[src/rtl/alu_seq_pkg.sv]
// rtl/alu_seq_pkg.sv - opcode encodings and FSM states for alu_seq (ALU_SEQ_DIV_EN adds DIV)
package alu_seq_pkg;

    localparam logic [3:0] OP_EXT  = 4'b0000;
    localparam logic [3:0] OP_CMP  = 4'b0001;
    localparam logic [3:0] OP_SUB  = 4'b0010;
    localparam logic [3:0] OP_DEC  = 4'b0011;
    localparam logic [3:0] OP_OR   = 4'b0100;
    localparam logic [3:0] OP_AND  = 4'b0101;
    localparam logic [3:0] OP_XOR  = 4'b0110;
    localparam logic [3:0] OP_ADD  = 4'b0111;
    localparam logic [3:0] OP_MOVB = 4'b1000;
    localparam logic [3:0] OP_COM  = 4'b1001;
    localparam logic [3:0] OP_INC  = 4'b1010;
    localparam logic [3:0] OP_MOVA = 4'b1011;
    localparam logic [3:0] OP_SHL  = 4'b1100;
    localparam logic [3:0] OP_CLR  = 4'b1101;
    localparam logic [3:0] OP_SHR  = 4'b1110;
    localparam logic [3:0] OP_SUBC = 4'b1111;

    localparam logic [2:0] MOP_MUL  = 3'b000;
    localparam logic [2:0] MOP_DIV  = 3'b001;
    localparam logic [2:0] MOP_RRC  = 3'b100;
    localparam logic [2:0] MOP_RLC  = 3'b101;
    localparam logic [2:0] MOP_CPLC = 3'b110;
    localparam logic [2:0] MOP_CLRC = 3'b111;

    typedef enum logic [1:0] {
        IDLE,
        MULT,
        DONE
`ifdef ALU_SEQ_DIV_EN
        , DIV
`endif
    } state_t;

    // True for opcodes that run on the iterative datapath
    function automatic logic is_multi(input logic [3:0] op, input logic [2:0] mop);
`ifdef ALU_SEQ_DIV_EN
        return (op == OP_EXT) && ((mop == MOP_MUL) || (mop == MOP_DIV));
`else
        return (op == OP_EXT) && (mop == MOP_MUL);
`endif
    endfunction

endpackage

[src/rtl/alu_seq_iter.sv]
// rtl/alu_seq_iter.sv - shared shift-add multiply / restoring divide datapath (divide under ALU_SEQ_DIV_EN)
module alu_seq_iter #(
    parameter int W  = 8,
    parameter int CW = $clog2(W + 1)
) (
    input  logic         clk,
    input  logic         rst_n,
    input  logic         load,
    input  logic         step,
`ifdef ALU_SEQ_DIV_EN
    input  logic         div_sel,
`endif
    input  logic [W-1:0] a,
    input  logic [W-1:0] b,
    output logic         last,
    output logic [W-1:0] hi_next,
    output logic [W-1:0] lo_next
);

    // acc: product high half / remainder; sreg: multiplier / dividend-quotient; opnd: multiplicand / divisor
    logic [W-1:0]  acc;
    logic [W-1:0]  sreg;
    logic [W-1:0]  opnd;
    logic [CW-1:0] cnt;
    logic [W:0]    sum;

    assign sum  = {1'b0, acc} + (sreg[0] ? {1'b0, opnd} : {(W+1){1'b0}});
    assign last = (cnt == CW'(W - 1));

`ifdef ALU_SEQ_DIV_EN
    logic         div_mode;
    logic [W:0]   shifted;
    logic         too_small;
    logic [W-1:0] rem_try;

    assign shifted   = {acc, sreg[W-1]};
    assign too_small = shifted < {1'b0, opnd};
    // The true difference is below 2^W whenever it is kept, so modular W-bit subtraction is exact
    assign rem_try   = shifted[W-1:0] - opnd;
`endif

    // One iteration: shift-add for multiply, shift-subtract-restore for divide
    always_comb begin
        hi_next = sum[W:1];
        lo_next = {sum[0], sreg[W-1:1]};
`ifdef ALU_SEQ_DIV_EN
        if (div_mode) begin
            if (too_small) begin
                hi_next = shifted[W-1:0];
                lo_next = {sreg[W-2:0], 1'b0};
            end else begin
                hi_next = rem_try;
                lo_next = {sreg[W-2:0], 1'b1};
            end
        end
`endif
    end

    // Operand load on the Start edge, then one iteration per busy cycle
    always_ff @(posedge clk or negedge rst_n) begin
        if (!rst_n) begin
            acc  <= '0;
            sreg <= '0;
            opnd <= '0;
            cnt  <= '0;
        end else if (load) begin
            acc <= '0;
            cnt <= '0;
`ifdef ALU_SEQ_DIV_EN
            sreg <= div_sel ? a : b;
            opnd <= div_sel ? b : a;
`else
            sreg <= b;
            opnd <= a;
`endif
        end else if (step) begin
            acc  <= hi_next;
            sreg <= lo_next;
            cnt  <= cnt + CW'(1);
        end
    end

`ifdef ALU_SEQ_DIV_EN
    // Remember which operation the iterations belong to
    always_ff @(posedge clk or negedge rst_n) begin
        if (!rst_n) begin
            div_mode <= 1'b0;
        end else if (load) begin
            div_mode <= div_sel;
        end
    end
`endif

endmodule

[src/rtl/alu_seq.sv]
// rtl/alu_seq.sv - registered ALU with Z/C flags and multi-cycle MUL (divide under ALU_SEQ_DIV_EN)
module alu_seq
    import alu_seq_pkg::*;
#(
    parameter int W  = 8,
    parameter int CW = $clog2(W + 1)
) (
    input  logic         CLK,
    input  logic         Reset_n,
    input  logic         Start,
    input  logic [3:0]   OP,
    input  logic [2:0]   MOP,
    input  logic [W-1:0] InputA,
    input  logic [W-1:0] InputB,
    output logic [W-1:0] Out,
    output logic [W-1:0] OutHi,
    output logic         ZeroOut,
    output logic         CarryOut,
    output logic         Busy,
    output logic         Done
);

    state_t       state;
    state_t       state_next;
    logic         accept;
    logic         start_multi;
    logic         start_mul;
    logic         step;
    logic         last;
    logic [W-1:0] hi_next;
    logic [W-1:0] lo_next;
    logic [W-1:0] s_out;
    logic         s_z;
    logic         s_c;
    logic         upd_z;
    logic [W:0]   add_w;
    logic [W:0]   sub_w;
    logic [W:0]   subc_w;

    // Start is only looked at while not busy, which makes DONE a valid accept cycle
    assign accept      = Start && ((state == IDLE) || (state == DONE));
    assign start_multi = accept && is_multi(OP, MOP);
    assign start_mul   = accept && (OP == OP_EXT) && (MOP == MOP_MUL);

`ifdef ALU_SEQ_DIV_EN
    logic start_div;
    logic div_b_zero;
    assign start_div = accept && (OP == OP_EXT) && (MOP == MOP_DIV);
    assign step      = (state == MULT) || (state == DIV);
`else
    assign step      = (state == MULT);
`endif

    alu_seq_iter #(.W(W), .CW(CW)) u_iter (
        .clk     (CLK),
        .rst_n   (Reset_n),
        .load    (start_multi),
        .step    (step),
`ifdef ALU_SEQ_DIV_EN
        .div_sel (start_div),
`endif
        .a       (InputA),
        .b       (InputB),
        .last    (last),
        .hi_next (hi_next),
        .lo_next (lo_next)
    );

    assign add_w  = {1'b0, InputA} + {1'b0, InputB};
    assign sub_w  = {1'b0, InputA} - {1'b0, InputB};
    assign subc_w = sub_w - {{W{1'b0}}, CarryOut};

    // FSM state register
    always_ff @(posedge CLK or negedge Reset_n) begin
        if (!Reset_n) begin
            state <= IDLE;
        end else begin
            state <= state_next;
        end
    end

    // FSM next-state logic
    always_comb begin
        state_next = state;
        case (state)
            IDLE, DONE: begin
                state_next = IDLE;
                if (start_mul) state_next = MULT;
`ifdef ALU_SEQ_DIV_EN
                else if (start_div) state_next = DIV;
`endif
                else if (accept) state_next = DONE;
            end
            MULT: if (last) state_next = DONE;
`ifdef ALU_SEQ_DIV_EN
            DIV:  if (last) state_next = DONE;
`endif
            default: state_next = IDLE;
        endcase
    end

    // FSM outputs
    always_comb begin
        Busy = 1'b0;
        Done = 1'b0;
        case (state)
            MULT: Busy = 1'b1;
`ifdef ALU_SEQ_DIV_EN
            DIV:  Busy = 1'b1;
`endif
            DONE: Done = 1'b1;
            default: ;
        endcase
    end

    // Single-cycle result and flags; anything not assigned holds its current value
    always_comb begin
        s_out = Out;
        s_z   = ZeroOut;
        s_c   = CarryOut;
        upd_z = 1'b0;
        case (OP)
            OP_EXT: begin
                case (MOP)
                    MOP_RRC: begin
                        s_out = {CarryOut, InputB[W-1:1]};
                        s_c   = InputB[0];
                    end
                    MOP_RLC: begin
                        s_out = {InputB[W-2:0], CarryOut};
                        s_c   = InputB[W-1];
                    end
                    MOP_CPLC: s_c = ~CarryOut;
                    MOP_CLRC: s_c = 1'b0;
                    default: ;
                endcase
            end
            OP_CMP: begin
                s_out = '0;
                if (MOP[2]) s_c = (InputA < InputB);
                else        s_z = (InputA == InputB);
            end
            OP_SUB:  begin s_out = sub_w[W-1:0];  s_c = sub_w[W];  upd_z = 1'b1; end
            OP_SUBC: begin s_out = subc_w[W-1:0]; s_c = subc_w[W]; upd_z = 1'b1; end
            OP_DEC:  begin s_out = InputA - W'(1); upd_z = 1'b1; end
            OP_INC:  begin s_out = InputA + W'(1); upd_z = 1'b1; end
            OP_ADD:  begin s_out = add_w[W-1:0];  s_c = add_w[W];  upd_z = 1'b1; end
            OP_OR:   begin s_out = InputA | InputB; upd_z = 1'b1; end
            OP_AND:  begin s_out = InputA & InputB; upd_z = 1'b1; end
            OP_XOR:  begin s_out = InputA ^ InputB; upd_z = 1'b1; end
            OP_COM:  begin s_out = ~InputA; upd_z = 1'b1; end
            OP_MOVB: s_out = InputB;
            OP_MOVA: s_out = InputA;
            OP_CLR:  begin s_out = '0; upd_z = 1'b1; end
            OP_SHL:  begin s_out = {InputA[W-2:0], 1'b0}; s_c = InputA[W-1]; upd_z = 1'b1; end
            OP_SHR:  begin s_out = {1'b0, InputA[W-1:1]}; s_c = InputA[0];   upd_z = 1'b1; end
            default: ;
        endcase
        if (upd_z) s_z = (s_out == '0);
    end

`ifdef ALU_SEQ_DIV_EN
    // Divide-by-zero is decided from the divisor seen on the Start edge
    always_ff @(posedge CLK or negedge Reset_n) begin
        if (!Reset_n) begin
            div_b_zero <= 1'b0;
        end else if (start_div) begin
            div_b_zero <= (InputB == '0);
        end
    end
`endif

    // Result and flag registers change only on the edge that enters DONE
    always_ff @(posedge CLK or negedge Reset_n) begin
        if (!Reset_n) begin
            Out      <= '0;
            OutHi    <= '0;
            ZeroOut  <= 1'b0;
            CarryOut <= 1'b0;
        end else if (accept && !start_multi) begin
            Out      <= s_out;
            OutHi    <= '0;
            ZeroOut  <= s_z;
            CarryOut <= s_c;
        end else if ((state == MULT) && last) begin
            Out      <= lo_next;
            OutHi    <= hi_next;
            ZeroOut  <= ({hi_next, lo_next} == '0);
            CarryOut <= (hi_next != '0);
        end
`ifdef ALU_SEQ_DIV_EN
        else if ((state == DIV) && last) begin
            Out      <= lo_next;
            OutHi    <= hi_next;
            ZeroOut  <= (lo_next == '0);
            CarryOut <= div_b_zero;
        end
`endif
    end

endmodule

[config.mk]
export PLATFORM = sky130hd
export DESIGN_NAME = alu_seq
export DESIGN_NICKNAME = d
export VERILOG_FILES = /design/src/rtl/alu_seq_pkg.sv /design/src/rtl/alu_seq_iter.sv /design/src/rtl/alu_seq.sv
export SDC_FILE = /design/constraint.sdc
export NUM_CORES = 1
export LEC_CHECK = 0
export ABC_AREA = 1
export BUFFER_PORTS_ARGS = -buffer_cell sky130_fd_sc_hd__buf_4
export CAP_MARGIN = 25
export CELL_PAD_IN_SITES_DETAIL_PLACEMENT = 1
export CELL_PAD_IN_SITES_GLOBAL_PLACEMENT = 1
export CORE_MARGIN = 2
export CORE_UTILIZATION = 46
export CTS_CLUSTER_DIAMETER = 30
export DETAILED_ROUTE_END_ITERATION = 7
export GPL_ROUTABILITY_DRIVEN = 0
export PLACE_DENSITY_LB_ADDON = 0.1
export SETUP_SLACK_MARGIN = 0.02
export SLEW_MARGIN = 20
export SYNTH_ARGS = -nofsm -noshare
export SYNTH_HDL_FRONTEND = slang
export SYNTH_SLANG_ARGS = --single-unit
[constraint.sdc]
create_clock -name CLK -period 4.1 [get_ports CLK]
set_input_delay 0.205 -clock CLK [delete_from_list [all_inputs] [get_ports CLK]]
set_output_delay 0.205 -clock CLK [all_outputs]
set_load 0.05 [all_outputs]
Yosys cells after proc, flatten, opt, wreduce, memory -nomap -nowiden --
Cells that the tools add are included. Widths: inputs -> output; s select.
Cells by class: $lt $le $gt $ge 1, add/sub/neg operators 7, muxes and demuxes 30, reductions and logical operators 22, bitwise gates (word level) 5, eq/ne operators 29
Operators by type and width (number):
- $pmux 8 s15 | 1
- $mux 8 | 9
- $eq 4x4->1 const B | 8
- $eq 4x3->1 const B | 5
- $logic_not 16->1 | 1
- $pmux 8 s2 | 1
- $eq 3x3->1 const B | 4
- $reduce_or 12->1 | 1
- $mux 1 | 11
- $add 8x8->9 | 1
- $add 8x9->9 | 1
- $sub 8x8->9 | 1
- $sub 9x1->9 | 1
- $add 8x1->8 const B | 1
- $and 8x8->8 | 1
- $eq 4x2->1 const B | 2
- $eq 8x8->1 | 1
- $logic_not 8->1 | 1
- $lt 8x8->1 | 1
- $mux 4 | 2
- $ne 8x2->1 const B | 1
- $not 8->8 | 1
- $or 8x8->8 | 1
- $reduce_bool 8->1 | 1
- other kinds (25) | 36
Word-level totals: input port bits 26, flip-flop bits (word level) 48, output and inout bits 20

Longest topological paths before layout --
Gate-level depths: netlist of run 1.
depth after elaboration 8, mapped depth 21, mapped depth without buffers 21

By module --
Synthesis of run 1 repeated with hierarchy kept, for this count alone.
Unflattened totals: cells, all modules 832, area, all modules 5203.7 sq um
By module, submodules not included:
- alu_seq | sequential area each 500.5 sq um, cells each 630, times used 1, area each 3568.4 sq um
- alu_seq_iter | sequential area each 700.7 sq um, cells each 202, times used 1, area each 1635.3 sq um

Worst setup path after synthesis of run 1 --
No wires, ideal clock.
kind flip-flop to flip-flop, start register u_iter.sreg[0], end register ZeroOut, period minus slack after synthesis 2463 ps, stages on the path, launching flop included 18, data required time 4023 ps, buffers on the path 1, setup time 77 ps, arrival time 2386 ps, path slack 1637 ps, cells stage by stage dfrtp_1 > clkbuf_1 > nand2_1 > inv_1 > ha_1 > fa_1 > nand3_1 > nand3_1 > nand2_1 > a21oi_1 > nor2_1 > xor2_1 > nand2_1 > nor2_1 > nand3_1 > o21ai_0 > inv_1 > a21oi_1
Between the ends: cells in the longest elaborated chain, start to end 5
RTL lines:
- start: declaration | RTL line alu_seq_iter.sv:22 | logic [W-1:0] sreg;
- start signal: assignment | RTL line alu_seq_iter.sv:78 | sreg <= lo_next;
- $mux 8 | RTL line alu_seq_iter.sv:27 | assign sum = {1'b0, acc} + (sreg[0] ? {1'b0, opnd} : {(W+1){1'b0}});
- $add 8x9->9 | RTL line alu_seq_iter.sv:27
- $logic_not 16->1 | RTL line alu_seq.sv:188 | ZeroOut <= ({hi_next, lo_next} == '0);
- $mux 1 | RTL line alu_seq.sv:185 | end else if ((state == MULT) && last) begin
- $mux 1 | RTL line alu_seq.sv:180 | end else if (accept && !start_multi) begin
- end signal: assignment | RTL line alu_seq.sv:183 | ZeroOut <= s_z;
- end signal: assignment | RTL line alu_seq.sv:188
- end: declaration | RTL line alu_seq.sv:17 | output logic ZeroOut,
Every way passes these cells. The select of a mux whose other input is x is not followed. A chain may end at the register's enable or synchronous reset.

Final worst setup path of run 1 --
Ends and elaborated chain as after synthesis.

==> impl_metrics.prom, run 1 <==
# TYPE chip_impl_metric gauge
chip_impl_metric{name="clkPwrFrac",unit="%"} 21.0
chip_impl_metric{name="detailroute.via_count",unit=""} 5674
chip_impl_metric{name="synth.distinct_cells",unit=""} 42
chip_impl_metric{name="area.sequential",unit="sq um"} 1200
chip_impl_metric{name="setup_ws",unit="ns"} 1.05
chip_impl_metric{name="design.die.area",unit="sq um"} 11600
chip_impl_metric{name="ys_seq_area_share",unit="%"} 24.4
chip_impl_metric{name="routed_wire_length_per_instance",unit="microns"} 19.6
chip_impl_metric{name="final_area",unit="sq um"} 5480
chip_impl_info{name="status",value="finished, final reports clean"} 1
chip_impl_metric{name="tritoncts.num_buffers",unit=""} 5
chip_impl_metric{name="grt_first_pass_wirelength",unit="microns"} 30000
chip_impl_metric{name="p_int",unit="mW"} 0.819
chip_impl_metric{name="worstPathArrival",unit="ns"} 3.29
chip_impl_metric{name="ratio_of_total_power_to_cell_area",unit="nW/um^2"} 259
chip_impl_metric{name="post_synth.cell_area_avg",unit="sq um"} 6.37
chip_impl_metric{name="max_slew_margin_vs_limit",unit="%"} 43.2
chip_impl_metric{name="wl",unit="microns"} 18600
chip_impl_metric{name="worst-path-buf-inv",unit=""} 2
chip_impl_metric{name="report.final.hold_viol_count",unit=""} 0
chip_impl_metric{name="switching_power",unit="mW"} 0.602
chip_impl_metric{name="instances_no_fill",unit=""} 952
chip_impl_metric{name="finClkSkew",unit="ns"} 0.0107
chip_impl_metric{name="post-place-ws",unit="ns"} 0.975
chip_impl_metric{name="grt_start_max_net_pins",unit=""} 49
chip_impl_metric{name="timing.hold.ws",unit="ns"} 0.197
chip_impl_metric{name="clkSinkCount",unit=""} 48
chip_impl_metric{name="globalRouteOverflowTotal",unit=""} 0
chip_impl_metric{name="finalCriticalPeriod",unit="ns"} 3.05
chip_impl_metric{name="actual_transition_at_the_worst_max_transition_pin",unit="ns"} 0.849
chip_impl_metric{name="drive_gt1_share",unit="%"} 8.82
chip_impl_metric{name="critical_path_required",unit="ns"} 4.34
chip_impl_metric{name="final_setup_violating_endpoints",unit=""} 0
chip_impl_info{name="setup_repair_after_global_routing_missed_its_margin",value="false"} 1
chip_impl_metric{name="area.growth.synth_to_final",unit="%"} 11.3
chip_impl_metric{name="drv_cap",unit=""} 0
chip_impl_info{name="synth.area.top_cells",value="sky130_fd_sc_hd__dfrtp_1 24%, sky130_fd_sc_hd__nand2_1 16%, sky130_fd_sc_hd__ha_1 10%"} 1
chip_impl_metric{name="slew_violations",unit=""} 0
chip_impl_metric{name="totalNegativeSetupSlack",unit="ns"} 0
chip_impl_metric{name="io_buffer_count",unit=""} 45
chip_impl_metric{name="summed_instance_area_of_the_synthesized_netlist",unit="sq um"} 4930
chip_impl_metric{name="max_freq",unit="MHz"} 328
chip_impl_metric{name="htree_num_levels",unit=""} 2
chip_impl_info{name="synth_area_leader_cell",value="sky130_fd_sc_hd__dfrtp_1"} 1
chip_impl_metric{name="post_cts_resize_count",unit=""} 0
chip_impl_metric{name="max-vdd-ir-drop",unit="uV"} 188
chip_impl_info{name="worst_hold_path_type",value="in -> reg"} 1
chip_impl_info{name="cts_tree",value="built"} 1
chip_impl_metric{name="fill_cells",unit=""} 1466
chip_impl_info{name="crit_path_cell_trace",value="nand2_1 > inv_1 > ha_1 > fa_1 > nand3_1 > nand3_1 > nand2_1 > a21oi_1 > nor2_1 > xor2_1 > nand2_1 > nor2_1 > nand3_1 > o21ai_0 > inv_1 > a21oi_1"} 1
chip_impl_info{name="cpLargestDelayFamily",value="simple AND/OR/NAND/NOR gates"} 1
chip_impl_metric{name="synth.yosys.warnings",unit=""} 0
chip_impl_metric{name="cts-root-to-sink-buffers",unit=""} 2
chip_impl_metric{name="rows",unit=""} 37
chip_impl_metric{name="switching_share",unit="%"} 42.4
chip_impl_metric{name="multi_input_comb_area",unit="sq um"} 3220
chip_impl_metric{name="clock_insertion_delay_worst_skew",unit="ns"} 0.31
chip_impl_metric{name="post_route_fraction_of_the_period_consumed_by_the_critical_path",unit="%"} 74.5
chip_impl_info{name="cp_slowest_cell",value="sky130_fd_sc_hd__dfrtp_1"} 1
chip_impl_metric{name="boundaryPins",unit=""} 46
chip_impl_info{name="cp-start-kind",value="flip-flop"} 1
chip_impl_metric{name="initial_utilization",unit="%"} 47.5
chip_impl_metric{name="yosys.area.top_type_share",unit="%"} 24.4
chip_impl_metric{name="placeableCoreArea",unit="sq um"} 10400
chip_impl_info{name="clk_root_buffer_cell",value="sky130_fd_sc_hd__clkbuf_8"} 1
chip_impl_metric{name="clkTransAtPathRegs",unit="ns"} 0.09
chip_impl_metric{name="via_cell_ratio",unit=""} 5.96
chip_impl_metric{name="synth_edf_count",unit=""} 0
chip_impl_metric{name="post-place-cells",unit=""} 943
chip_impl_info{name="crit_type",value="reg -> reg"} 1
chip_impl_metric{name="synth.ff_latch_count",unit=""} 48
chip_impl_metric{name="drt_first_pass_iters",unit=""} 5
chip_impl_metric{name="max_stage_delay",unit="ns"} 0.48
chip_impl_metric{name="gr-usage-all-layers",unit="%"} 33.0
chip_impl_info{name="yosys_most_used_dff",value="sky130_fd_sc_hd__dfrtp_1"} 1
chip_impl_metric{name="die_w",unit="microns"} 107
chip_impl_metric{name="design.final.nets",unit=""} 886
chip_impl_metric{name="ys_async_sr_fraction",unit="%"} 100
chip_impl_metric{name="first_global_vias",unit=""} 5865
chip_impl_info{name="mostFrequentLayoutCells",value="212 x sky130_fd_sc_hd__nand2_1, 112 x sky130_fd_sc_hd__inv_1, 80 x sky130_fd_sc_hd__nand3_1"} 1
chip_impl_metric{name="share_comb_of_total_power",unit="%"} 41.0
chip_impl_metric{name="drt_iter0_markers",unit=""} 395
chip_impl_metric{name="route.antenna.remaining_nets",unit=""} 0
chip_impl_metric{name="dp_hpwl",unit="microns"} 15100
chip_impl_metric{name="drc",unit=""} 0
chip_impl_info{name="most_common_library_cell_in_the_layout_ignoring_fill_and_taps",value="sky130_fd_sc_hd__nand2_1"} 1
chip_impl_metric{name="cp_max_fo",unit=""} 9
chip_impl_metric{name="power_leakage",unit="nW"} 2.88
chip_impl_metric{name="dpl_cell_area",unit="sq um"} 5380
chip_impl_metric{name="initial_antenna_violation_count",unit=""} 0
chip_impl_metric{name="power_frac_seq",unit="%"} 38.0
chip_impl_metric{name="postSynthCellCount",unit=""} 774
chip_impl_metric{name="die_y",unit="microns"} 107
chip_impl_metric{name="synth_nets",unit=""} 845
chip_impl_info{name="setup.worst_path.end_class",value="flip-flop"} 1
chip_impl_metric{name="n_antenna_cell",unit=""} 0
final cells by class:
type	count	area share [%]
multi-input cells	595	58.7
flip-flops and latches	48	21.9
inverters	118	8.08
repair buffers	47	6.48
well taps	136	3.10
clock buffers	7	1.57
clock inverters	1	0.137
synthesized netlist by cell type (2+ instances only):
library cell / count
sky130_fd_sc_hd__nand2_1: 212
sky130_fd_sc_hd__inv_1: 112
sky130_fd_sc_hd__nand3_1: 80
sky130_fd_sc_hd__nor2_1: 72
sky130_fd_sc_hd__dfrtp_1: 48
sky130_fd_sc_hd__o21ai_0: 48
sky130_fd_sc_hd__ha_1: 41
sky130_fd_sc_hd__a21oi_1: 36
sky130_fd_sc_hd__o221ai_1: 15
sky130_fd_sc_hd__nand4_1: 10
sky130_fd_sc_hd__o22ai_1: 10
sky130_fd_sc_hd__nor3_1: 9
sky130_fd_sc_hd__clkbuf_1: 6
sky130_fd_sc_hd__buf_2: 5
sky130_fd_sc_hd__nand3b_1: 5
sky130_fd_sc_hd__nor2_2: 5
sky130_fd_sc_hd__o211ai_1: 5
sky130_fd_sc_hd__o21ai_1: 5
sky130_fd_sc_hd__fa_1: 4
sky130_fd_sc_hd__inv_2: 4
sky130_fd_sc_hd__nor2_4: 4
sky130_fd_sc_hd__xor2_1: 4
sky130_fd_sc_hd__nand2_2: 3
sky130_fd_sc_hd__o21a_1: 3
sky130_fd_sc_hd__xnor2_1: 3
sky130_fd_sc_hd__a211oi_1: 2
sky130_fd_sc_hd__a21o_1: 2
sky130_fd_sc_hd__a22oi_1: 2
sky130_fd_sc_hd__a31oi_1: 2
sky130_fd_sc_hd__and2_1: 2
sky130_fd_sc_hd__buf_4: 2
sky130_fd_sc_hd__clkinv_1: 2
sky130_fd_sc_hd__o2111ai_1: 2
state kept, by name, indices dropped and copies added, names as in the netlist:
signal / cells
u_iter.acc: 8
Out: 8
u_iter.opnd: 8
OutHi: 8
u_iter.sreg: 8
ZeroOut: 1
u_iter.cnt: 4
state: 2
CarryOut: 1
logic make-up (layout without fill, tap and decap cells):
| logic type | Yosys count | in the layout | share of synthesized area [%] |
|---|---|---|---|
| AOI/OAI and AO/OA | 137 | 137 | 16.6 |
| DFF | 48 | 48 | 24.4 |
| and+or+nand+nor | 406 | 406 | 35.5 |
| adders and majority gates | 45 | 45 | 12.0 |
| buffers and inverters | 131 | 173 | 10.3 |
| xor gates and xnor gates | 7 | 7 | 1.24 |
metal layers:
metal	GRT usage (%)	share of wire, %	vias up
met5	0	0	-
met2	58.0	49	248
met3	4.24	6.3	62
met1	39.6	40	2729
li1	-	-	2635
met4	15.6	4.6	0
worst register-to-register path, stage by stage, from the launching register on:
cell	delay, ns
sky130_fd_sc_hd__dfrtp_1	0.48
sky130_fd_sc_hd__nand2_1	0.11
sky130_fd_sc_hd__inv_1	0.04
sky130_fd_sc_hd__ha_1	0.23
sky130_fd_sc_hd__fa_1	0.45
sky130_fd_sc_hd__nand3_1	0.09
sky130_fd_sc_hd__nand3_1	0.13
sky130_fd_sc_hd__nand2_1	0.10
sky130_fd_sc_hd__a21oi_1	0.06
sky130_fd_sc_hd__nor2_1	0.11
sky130_fd_sc_hd__xor2_1	0.29
sky130_fd_sc_hd__nand2_1	0.09
sky130_fd_sc_hd__nor2_1	0.20
sky130_fd_sc_hd__nand3_1	0.19
sky130_fd_sc_hd__o21ai_0	0.21
sky130_fd_sc_hd__inv_1	0.06
sky130_fd_sc_hd__a21oi_1	0.14
what timing repair did:
item	in CTS	in global routing
buffers inserted	0	0
endpoints found under the hold margin	48	0
hold buffers	1	0
power groups by stage:
| stage | clock, mW | sequential, mW | combinational, mW |
|---|---|---|---|
| 2_1_floorplan | 0 | 0.598 | 0.315 |
| 3_3_place_gp | 0 | 0.547 | 0.550 |
| 3_5_place_dp | 0 | 0.549 | 0.571 |
| 4_1_cts | 0.307 | 0.540 | 0.575 |
| 5_1_grt | 0.325 | 0.546 | 0.636 |
| 6_report | 0.298 | 0.541 | 0.582 |
through the flow:
stage / total power [mW] / util [%]
3_3_place_gp: 1.10 / 51.9
4_1_cts: 1.42 / 52.9
6_report: 1.42 / 52.9
5_1_grt: 1.51 / 52.9
2_1_floorplan: 0.913 / -
3_5_place_dp: 1.12 / 51.9
worst paths after layout:
check	start	end	slack, ns	cells past startpoint
setup / recovery	u_iter.sreg[0]	ZeroOut	1.05	16
hold / removal	InputB[2]	u_iter.sreg[2]	0.20	3
setup reg to reg	u_iter.sreg[0]	ZeroOut	1.05	16
hold reg to reg	u_iter.cnt[2]	u_iter.cnt[2]	0.47	1
max in group asynchronous	Reset_n	u_iter.cnt[1]	3.23	2
min in group asynchronous	Reset_n	u_iter.acc[6]	0.46	2
Power figures use the tool's default switching activity.
==> inputs of run 2 (changes only) <==
--- a/config.mk
+++ b/config.mk
@@ -5,7 +5,7 @@
 export SDC_FILE = /design/constraint.sdc
 export NUM_CORES = 1
 export LEC_CHECK = 0
-export ABC_AREA = 1
+export ABC_AREA = 0
 export BUFFER_PORTS_ARGS = -buffer_cell sky130_fd_sc_hd__buf_4
 export CAP_MARGIN = 25
 export CELL_PAD_IN_SITES_DETAIL_PLACEMENT = 1
==> constraint.sdc (replaced) <==
create_clock -name CLK -period 3 [get_ports CLK]
set_input_delay 0.15 -clock CLK [delete_from_list [all_inputs] [get_ports CLK]]
set_output_delay 0.15 -clock CLK [all_outputs]
set_load 0.05 [all_outputs]
==> run 2 against run 1 <==
Compared with the run above: sequential cell count stayed put; clock power is 58% higher; clock skew is 0.0042 ns lower; core utilization is 3.1 points higher; critical endpoint unchanged; synthesized cell count is 13% lower; register-to-register slack worse by 0.98 ns; die area is 4.7% higher; area after synthesis is 4.9% higher; final area is 11% higher; fmax is 4.2% higher; critical path type unchanged; total power is 79% higher.
==> impl_metrics.prom, run 2 <==
# TYPE chip_impl_metric gauge
chip_impl_info{name="crit_path_cell_trace",value="buf_4 > and2_4 > ha_1 > a21o_1 > a21oi_2 > o21bai_1 > a2111oi_1 > or3_1 > xnor2_2 > or4_1 > o211ai_1"} 1
chip_impl_metric{name="cts-root-to-sink-buffers",unit=""} 2
chip_impl_metric{name="worst-path-buf-inv",unit=""} 1
chip_impl_info{name="cp-start-kind",value="flip-flop"} 1
chip_impl_metric{name="xor_xnor_share_of_the_synthesized_area",unit="%"} 4.24
chip_impl_info{name="synth_top_family_by_area",value="compound AO/OA/AOI/OAI gates"} 1
chip_impl_info{name="cts_tree",value="built"} 1
chip_impl_metric{name="synth-simple-area-share",unit="%"} 24.0
chip_impl_metric{name="summed_instance_area_of_the_synthesized_netlist",unit="sq um"} 5170
chip_impl_metric{name="wl",unit="microns"} 20100
chip_impl_metric{name="via_cell_ratio",unit=""} 6.46
chip_impl_info{name="yosys_most_used_dff",value="sky130_fd_sc_hd__dfrtp_1"} 1
chip_impl_metric{name="die_w",unit="microns"} 110
chip_impl_metric{name="finalCriticalPeriod",unit="ns"} 2.93
chip_impl_metric{name="post-place-cells",unit=""} 868
chip_impl_metric{name="grt_start_max_net_pins",unit=""} 49
chip_impl_info{name="cp_slowest_cell",value="sky130_fd_sc_hd__or4_1"} 1
chip_impl_metric{name="drt_first_pass_iters",unit=""} 5
chip_impl_metric{name="synth_nets",unit=""} 741
chip_impl_info{name="yosys-top-cells-count",value="67 x sky130_fd_sc_hd__nand2_1, 62 x sky130_fd_sc_hd__o21ai_0, 51 x sky130_fd_sc_hd__nor2_1"} 1
chip_impl_metric{name="setup_ws",unit="ns"} 0.0689
chip_impl_info{name="status",value="finished, final reports clean"} 1
chip_impl_metric{name="n_antenna_cell",unit=""} 0
chip_impl_metric{name="rows",unit=""} 38
chip_impl_metric{name="slew_violations",unit=""} 0
chip_impl_info{name="cpLargestDelayFamily",value="compound AO/OA/AOI/OAI gates"} 1
chip_impl_info{name="setup.worst_path.end_class",value="flip-flop"} 1
chip_impl_info{name="synth.most_common_cell",value="sky130_fd_sc_hd__nand2_1"} 1
chip_impl_metric{name="io_buffer_count",unit=""} 45
chip_impl_metric{name="htree_num_levels",unit=""} 2
chip_impl_info{name="most_common_library_cell_in_the_layout_ignoring_fill_and_taps",value="sky130_fd_sc_hd__buf_4"} 1
chip_impl_info{name="synth_area_leader_cell",value="sky130_fd_sc_hd__dfrtp_1"} 1
chip_impl_metric{name="critical_path_required",unit="ns"} 3.23
chip_impl_metric{name="yosys.area.top_type_share",unit="%"} 23.3
chip_impl_metric{name="drv_cap",unit=""} 0
chip_impl_metric{name="post-place-ws",unit="ns"} -0.214
chip_impl_metric{name="worstPathArrival",unit="ns"} 3.16
chip_impl_info{name="synth.area.top_cells",value="sky130_fd_sc_hd__dfrtp_1 23%, sky130_fd_sc_hd__ha_1 9.9%, sky130_fd_sc_hd__o21ai_0 6.0%"} 1
chip_impl_metric{name="synth.yosys.warnings",unit=""} 0
chip_impl_metric{name="report.final.hold_viol_count",unit=""} 0
chip_impl_metric{name="design.final.nets",unit=""} 811
chip_impl_metric{name="cp_max_fo",unit=""} 8
chip_impl_metric{name="synth.ff_latch_count",unit=""} 48
chip_impl_metric{name="placeableCoreArea",unit="sq um"} 10900
chip_impl_metric{name="drt_iter0_markers",unit=""} 414
chip_impl_metric{name="synth-adder-area-share",unit="%"} 11.5
chip_impl_metric{name="ys_async_sr_fraction",unit="%"} 100
chip_impl_metric{name="design.die.area",unit="sq um"} 12100
chip_impl_metric{name="ys_seq_area_share",unit="%"} 23.3
chip_impl_metric{name="postSynthCellCount",unit=""} 670
chip_impl_metric{name="clock_insertion_delay_worst_skew",unit="ns"} 0.31
chip_impl_metric{name="tritoncts.num_buffers",unit=""} 5
chip_impl_metric{name="drc",unit=""} 0
chip_impl_metric{name="detailroute.via_count",unit=""} 5695
chip_impl_metric{name="die_y",unit="microns"} 110
chip_impl_metric{name="instances_no_fill",unit=""} 881
chip_impl_metric{name="hold-path-cell-count",unit=""} 3
chip_impl_info{name="worst_hold_path_type",value="in -> reg"} 1
chip_impl_metric{name="reg2reg_depth",unit=""} 11
chip_impl_metric{name="route.antenna.remaining_nets",unit=""} 0
chip_impl_metric{name="max_stage_delay",unit="ns"} 0.55
chip_impl_info{name="crit_type",value="reg -> reg"} 1
chip_impl_metric{name="max-vdd-ir-drop",unit="uV"} 366
chip_impl_metric{name="clkTransAtPathRegs",unit="ns"} 0.09
chip_impl_info{name="clk_root_buffer_cell",value="sky130_fd_sc_hd__clkbuf_8"} 1
chip_impl_metric{name="synth.distinct_cells",unit=""} 77
chip_impl_metric{name="power_leakage",unit="nW"} 2.75
chip_impl_metric{name="routed_wire_length_per_instance",unit="microns"} 22.8
chip_impl_metric{name="post_route_fraction_of_the_period_consumed_by_the_critical_path",unit="%"} 97.7
chip_impl_metric{name="max_freq",unit="MHz"} 341
chip_impl_metric{name="ratio_of_total_power_to_cell_area",unit="nW/um^2"} 416
chip_impl_metric{name="actual_transition_at_the_worst_max_transition_pin",unit="ns"} 0.649
chip_impl_metric{name="first_global_vias",unit=""} 5861
chip_impl_metric{name="synth_edf_count",unit=""} 0
chip_impl_metric{name="yosys-mux-area-fraction",unit="%"} 1.96
chip_impl_metric{name="post_synth.cell_area_avg",unit="sq um"} 7.71
chip_impl_metric{name="grt_first_pass_wirelength",unit="microns"} 31100
chip_impl_metric{name="drive_gt1_share",unit="%"} 18.1
chip_impl_metric{name="fill_cells",unit=""} 1353
chip_impl_metric{name="power.total",unit="mW"} 2.54
chip_impl_metric{name="globalRouteOverflowTotal",unit=""} 0
chip_impl_metric{name="area.growth.synth_to_final",unit="%"} 18.0
chip_impl_metric{name="critical_path_depth",unit=""} 11
chip_impl_metric{name="gr-usage-all-layers",unit="%"} 33.9
chip_impl_metric{name="initial_antenna_violation_count",unit=""} 0
chip_impl_metric{name="synth-compound-area-share",unit="%"} 29.6
chip_impl_metric{name="final_setup_violating_endpoints",unit=""} 0
chip_impl_metric{name="max_slew_margin_vs_limit",unit="%"} 56.4
chip_impl_metric{name="initial_utilization",unit="%"} 47.4
chip_impl_metric{name="clkSinkCount",unit=""} 48
chip_impl_metric{name="boundaryPins",unit=""} 46
chip_impl_info{name="mostFrequentLayoutCells",value="97 x sky130_fd_sc_hd__buf_4, 67 x sky130_fd_sc_hd__nand2_1, 61 x sky130_fd_sc_hd__o21ai_0"} 1
chip_impl_metric{name="dp_hpwl",unit="microns"} 15600
chip_impl_metric{name="finClkSkew",unit="ns"} 0.00653
## run 2: cell types whose count changed after synthesis, sizes merged, moves of 11 or more
cell | previous run | this run
nand2 | 216 | 68
nor2 | 81 | 52
nand2b | 0 | 15
inv | 116 | 34
a21oi | 37 | 50
o21ai | 53 | 64
buf | 7 | 20
nor2b | 0 | 15
nand3 | 80 | 30
a22oi | 2 | 15
## run 2: worst paths after layout
kind | startpoint | end | slack [ns]
max | u_iter.sreg[0] | ZeroOut | 0.07
min | InputB[7] | u_iter.sreg[7] | 0.17
max reg2reg | u_iter.sreg[0] | ZeroOut | 0.07
min reg2reg | u_iter.opnd[7] | u_iter.opnd[7] | 0.47
max in group asynchronous | Reset_n | u_iter.cnt[2] | 2.19
min in group asynchronous | Reset_n | u_iter.acc[7] | 0.38
## run 2: through the flow
step | util, % | hold slack [ns] | setup TNS (ns) | area [sq um]
after floorplan | - | -0.146 | 0 | 5170
after global placement | 54.1 | 0.197 | -0.229 | 5890
after detailed placement | 54.1 | 0.206 | -0.291 | 5890
after CTS | 55.3 | 0.160 | 0 | 6030
after global routing | 56.0 | 0.168 | -0.0224 | 6100
final | 56.0 | 0.167 | 0 | 6100
## run 2: cell type report
type | instances | area (sq um) | area share, %
timing repair buffer | 98 | 738 | 12.1
multi-input combinational | 551 | 3740 | 61.3
clock buffer | 6 | 72.6 | 1.19
sequential | 48 | 1200 | 19.7
inverter | 36 | 135 | 2.22
tap | 140 | 175 | 2.87
clock inverter | 2 | 35.0 | 0.575
## run 2: timing repair
action,4_1_cts,5_1_grt
gates resized for setup,3,12
hold endpoints to repair,48,0
endpoints found under the setup margin,1,3
buffers inserted,1,3
pin swaps,2,8
hold buffers,1,0
## run 2: logic make-up after synthesis
family                   Yosys count
adder cells (fa/ha/maj)           45
buffers and inverters             71
multiplexers                      10
XOR/XNOR                          25
AO/OA/AOI/OAI                    230
AND/OR/NAND/NOR                  241
flip-flops                        48
## run 2: worst reg2reg max path, stage by stage, from the launching register on
cell and delay [ns]:
sky130_fd_sc_hd__dfrtp_1 0.38, sky130_fd_sc_hd__buf_4 0.16, sky130_fd_sc_hd__and2_4 0.15, sky130_fd_sc_hd__ha_1 0.31, sky130_fd_sc_hd__a21o_1 0.19, sky130_fd_sc_hd__a21oi_2 0.14, sky130_fd_sc_hd__o21bai_1 0.12, sky130_fd_sc_hd__a2111oi_1 0.40
sky130_fd_sc_hd__or3_1 0.23, sky130_fd_sc_hd__xnor2_2 0.11, sky130_fd_sc_hd__or4_1 0.55, sky130_fd_sc_hd__o211ai_1 0.11
## run 2: power breakdown
part / switching (mW) / total, mW / internal [mW]
clock network: 0.223 / 0.471 / 0.248
logic: 0.717 / 1.18 / 0.458
registers: 0.123 / 0.890 / 0.767
## run 2: per-layer routing
layer | global-route usage [%] | part of all wire [%] | vias up
met5 | 0 | 0 | -
met4 | 17.1 | 4.2 | 0
met3 | 4.00 | 6.5 | 60
met2 | 58.3 | 49 | 258
met1 | 41.5 | 40 | 2788
li1 | - | - | 2589
==> inputs of run 3 (changes only) <==
==> constraint.sdc (replaced) <==
create_clock -name CLK -period 3 [get_ports CLK]
set_input_delay 0.45 -clock CLK [delete_from_list [all_inputs] [get_ports CLK]]
set_output_delay 0.45 -clock CLK [all_outputs]
set_load 0.05 [all_outputs]
==> run 3 against run 2 <==
Compared with the run above: non-clock buffer count grew 41; critical endpoint unchanged; largest power group unchanged; clock power down 4%; via count increased by 5.0%; clock skew barely moved.
==> impl_metrics.prom, run 3 (synthesis results as in run 2) <==
# TYPE chip_impl_metric gauge
chip_impl_metric{name="detailroute.via_count",unit=""} 5982
chip_impl_metric{name="report.final.hold_viol_count",unit=""} 0
chip_impl_info{name="top_metal_used",value="met4"} 1
chip_impl_metric{name="drt_iter0_markers",unit=""} 615
chip_impl_info{name="crit_path_cell_trace",value="buf_4 > inv_1 > ha_1 > nor2_2 > buf_4 > a211oi_1 > mux2i_1 > o22a_1 > a31oi_1 > a211oi_1 > buf_4 > nand4b_1 > o211ai_1"} 1
chip_impl_metric{name="max-vdd-ir-drop",unit="uV"} 343
chip_impl_metric{name="dr_wl_met2",unit="microns"} 10400
chip_impl_metric{name="post_route_fraction_of_the_period_consumed_by_the_critical_path",unit="%"} 96.9
chip_impl_metric{name="ratio_of_total_power_to_cell_area",unit="nW/um^2"} 407
chip_impl_metric{name="critical_path_required",unit="ns"} 3.22
chip_impl_metric{name="initial_utilization",unit="%"} 47.4
chip_impl_metric{name="switching_power",unit="mW"} 1.11
chip_impl_metric{name="finalCriticalPeriod",unit="ns"} 2.91
chip_impl_metric{name="instances_no_fill",unit=""} 920
chip_impl_metric{name="htree_num_levels",unit=""} 2
chip_impl_metric{name="wl",unit="microns"} 21200
chip_impl_metric{name="post-place-ws",unit="ns"} -0.266
chip_impl_metric{name="switching_share",unit="%"} 41.8
chip_impl_metric{name="design.final.nets",unit=""} 852
chip_impl_metric{name="via_cell_ratio",unit=""} 6.50
chip_impl_metric{name="p_int",unit="mW"} 1.55
chip_impl_metric{name="tritoncts.num_buffers",unit=""} 5
chip_impl_metric{name="dpl_cell_area",unit="sq um"} 6280
chip_impl_metric{name="globalRouteOverflowTotal",unit=""} 0
chip_impl_metric{name="initial_antenna_violation_count",unit=""} 0
chip_impl_metric{name="fill_cells",unit=""} 1389
chip_impl_metric{name="max_stage_delay",unit="ns"} 0.44
chip_impl_info{name="cp_slowest_cell",value="sky130_fd_sc_hd__ha_1"} 1
chip_impl_metric{name="setup_ws",unit="ns"} 0.0930
chip_impl_info{name="timing.critical_path.mode_cell",value="sky130_fd_sc_hd__buf_4"} 1
chip_impl_metric{name="max_freq",unit="MHz"} 344
chip_impl_info{name="crit_type",value="in -> reg"} 1
chip_impl_metric{name="cp_max_fo",unit=""} 7
chip_impl_metric{name="io_buffer_count",unit=""} 45
chip_impl_metric{name="timing.hold.ws",unit="ns"} 0.151
chip_impl_metric{name="power_frac_seq",unit="%"} 33.6
chip_impl_info{name="setup_repair_after_global_routing_missed_its_margin",value="true"} 1
chip_impl_metric{name="die_w",unit="microns"} 110
chip_impl_metric{name="route.antenna.remaining_nets",unit=""} 0
chip_impl_info{name="cts_tree",value="built"} 1
chip_impl_info{name="mostFrequentLayoutCells",value="138 x sky130_fd_sc_hd__buf_4, 65 x sky130_fd_sc_hd__nand2_1, 61 x sky130_fd_sc_hd__o21ai_0"} 1
chip_impl_info{name="status",value="finished, final reports clean"} 1
chip_impl_metric{name="grt_first_pass_wirelength",unit="microns"} 33200
chip_impl_info{name="cp-start-kind",value="primary input"} 1
chip_impl_metric{name="boundaryPins",unit=""} 46
chip_impl_metric{name="drt_first_pass_iters",unit=""} 5
chip_impl_metric{name="clkPwrFrac",unit="%"} 17.0
chip_impl_metric{name="power_leakage",unit="nW"} 2.96
chip_impl_metric{name="met3WireLength",unit="microns"} 1530
chip_impl_metric{name="post-place-cells",unit=""} 911
chip_impl_metric{name="cts_hold_buf",unit=""} 0
chip_impl_metric{name="final_setup_violating_endpoints",unit=""} 0
chip_impl_metric{name="finClkSkew",unit="ns"} 0.00631
chip_impl_metric{name="die_y",unit="microns"} 110
chip_impl_metric{name="drive_gt1_share",unit="%"} 24.7
chip_impl_metric{name="dp_hpwl",unit="microns"} 16700
chip_impl_info{name="worst_hold_path_type",value="in -> async"} 1
chip_impl_metric{name="clkTransAtPathRegs",unit="ns"} 0.09
chip_impl_metric{name="share_comb_of_total_power",unit="%"} 49.4
chip_impl_metric{name="rows",unit=""} 38
chip_impl_metric{name="design.die.area",unit="sq um"} 12100
chip_impl_metric{name="placeableCoreArea",unit="sq um"} 10900
chip_impl_info{name="most_common_library_cell_in_the_layout_ignoring_fill_and_taps",value="sky130_fd_sc_hd__buf_4"} 1
chip_impl_info{name="setup.worst_path.end_class",value="flip-flop"} 1
chip_impl_metric{name="cts-root-to-sink-buffers",unit=""} 2
chip_impl_metric{name="n_antenna_cell",unit=""} 0
chip_impl_metric{name="actual_transition_at_the_worst_max_transition_pin",unit="ns"} 0.979
chip_impl_metric{name="area.growth.synth_to_final",unit="%"} 26.2
chip_impl_metric{name="drc",unit=""} 0
chip_impl_metric{name="clkSinkCount",unit=""} 48
chip_impl_metric{name="slew_violations",unit=""} 0
chip_impl_metric{name="worstPathArrival",unit="ns"} 3.13
chip_impl_metric{name="max_slew_margin_vs_limit",unit="%"} 34.6
chip_impl_metric{name="clock_insertion_delay_worst_skew",unit="ns"} 0.30
chip_impl_metric{name="met1_length",unit="microns"} 8140
chip_impl_metric{name="routed_wire_length_per_instance",unit="microns"} 23.0
chip_impl_metric{name="drv_cap",unit=""} 0
chip_impl_metric{name="gr-usage-all-layers",unit="%"} 36.0
chip_impl_metric{name="grt_start_max_net_pins",unit=""} 49
chip_impl_info{name="clk_root_buffer_cell",value="sky130_fd_sc_hd__clkbuf_8"} 1
chip_impl_metric{name="final_area",unit="sq um"} 6520
chip_impl_metric{name="first_global_vias",unit=""} 6289
-- run 3: timing repair --
item / CTS / global route
pin swaps: 4 / 9
resized for setup: 4 / 21
setup buffers: 3 / 0
endpoints found under the setup margin: 2 / 5
-- run 3: final timing paths --
| path | cells after the start | slack, ns | from | end |
|---|---|---|---|---|
| setup / recovery | 13 | 0.09 | InputB[2] | ZeroOut |
| hold reg to reg | 2 | 0.49 | OutHi[4] | OutHi[4] |
| min in group CLK | 3 | 0.49 | InputB[6] | u_iter.sreg[6] |
| setup reg to reg | 11 | 0.11 | u_iter.sreg[0] | ZeroOut |
| hold / removal | 1 | 0.15 | Reset_n | u_iter.acc[6] |
| max in group asynchronous | 1 | 2.41 | Reset_n | Out[0] |
-- run 3: critical path, delay by kind of cell --
| family | cells | cell delay [ns] |
|---|---|---|
| AOI/OAI and AO/OA | 5 | 1.08 |
| adders and majority gates | 1 | 0.44 |
| buffers and inverters | 4 | 0.63 |
| muxes | 1 | 0.27 |
| and+or+nand+nor | 2 | 0.24 |
-- run 3: final cells by class --
class | instances | area, sq um | share of cell area, %
Tap cell | 140 | 175 | 2.69
Multi-Input combinational cell | 551 | 3860 | 59.2
Clock inverter | 1 | 30.0 | 0.461
Inverter | 36 | 138 | 2.11
Timing Repair Buffer | 139 | 1050 | 16.1
Sequential cell | 48 | 1200 | 18.4
Clock buffer | 5 | 68.8 | 1.06
-- run 3: power groups by stage --
stage	Sequential [mW]	Clock, mW	Combinational (mW)
6_report	0.892	0.452	1.31
2_1_floorplan	0.942	0	0.652
4_1_cts	0.887	0.458	1.25
3_3_place_gp	0.886	0	1.16
3_5_place_dp	0.899	0	1.23
5_1_grt	0.906	0.479	1.41
-- run 3: layer usage --
metal  up-vias  track usage (%)
li1       2670                -
met1      2908             42.7
met2       319             63.4
met3        85             4.47
met4         0             18.5
met5         -                0
-- run 3: stage by stage --
stage,total power [mW],TNS (ns),utilization [%]
after floorplan,1.59,0,-
after global placement,2.04,-0.556,57.7
after detailed placement,2.13,-0.720,57.7
after CTS,2.60,0,58.9
after global routing,2.79,-0.0132,59.9
final,2.66,0,59.9
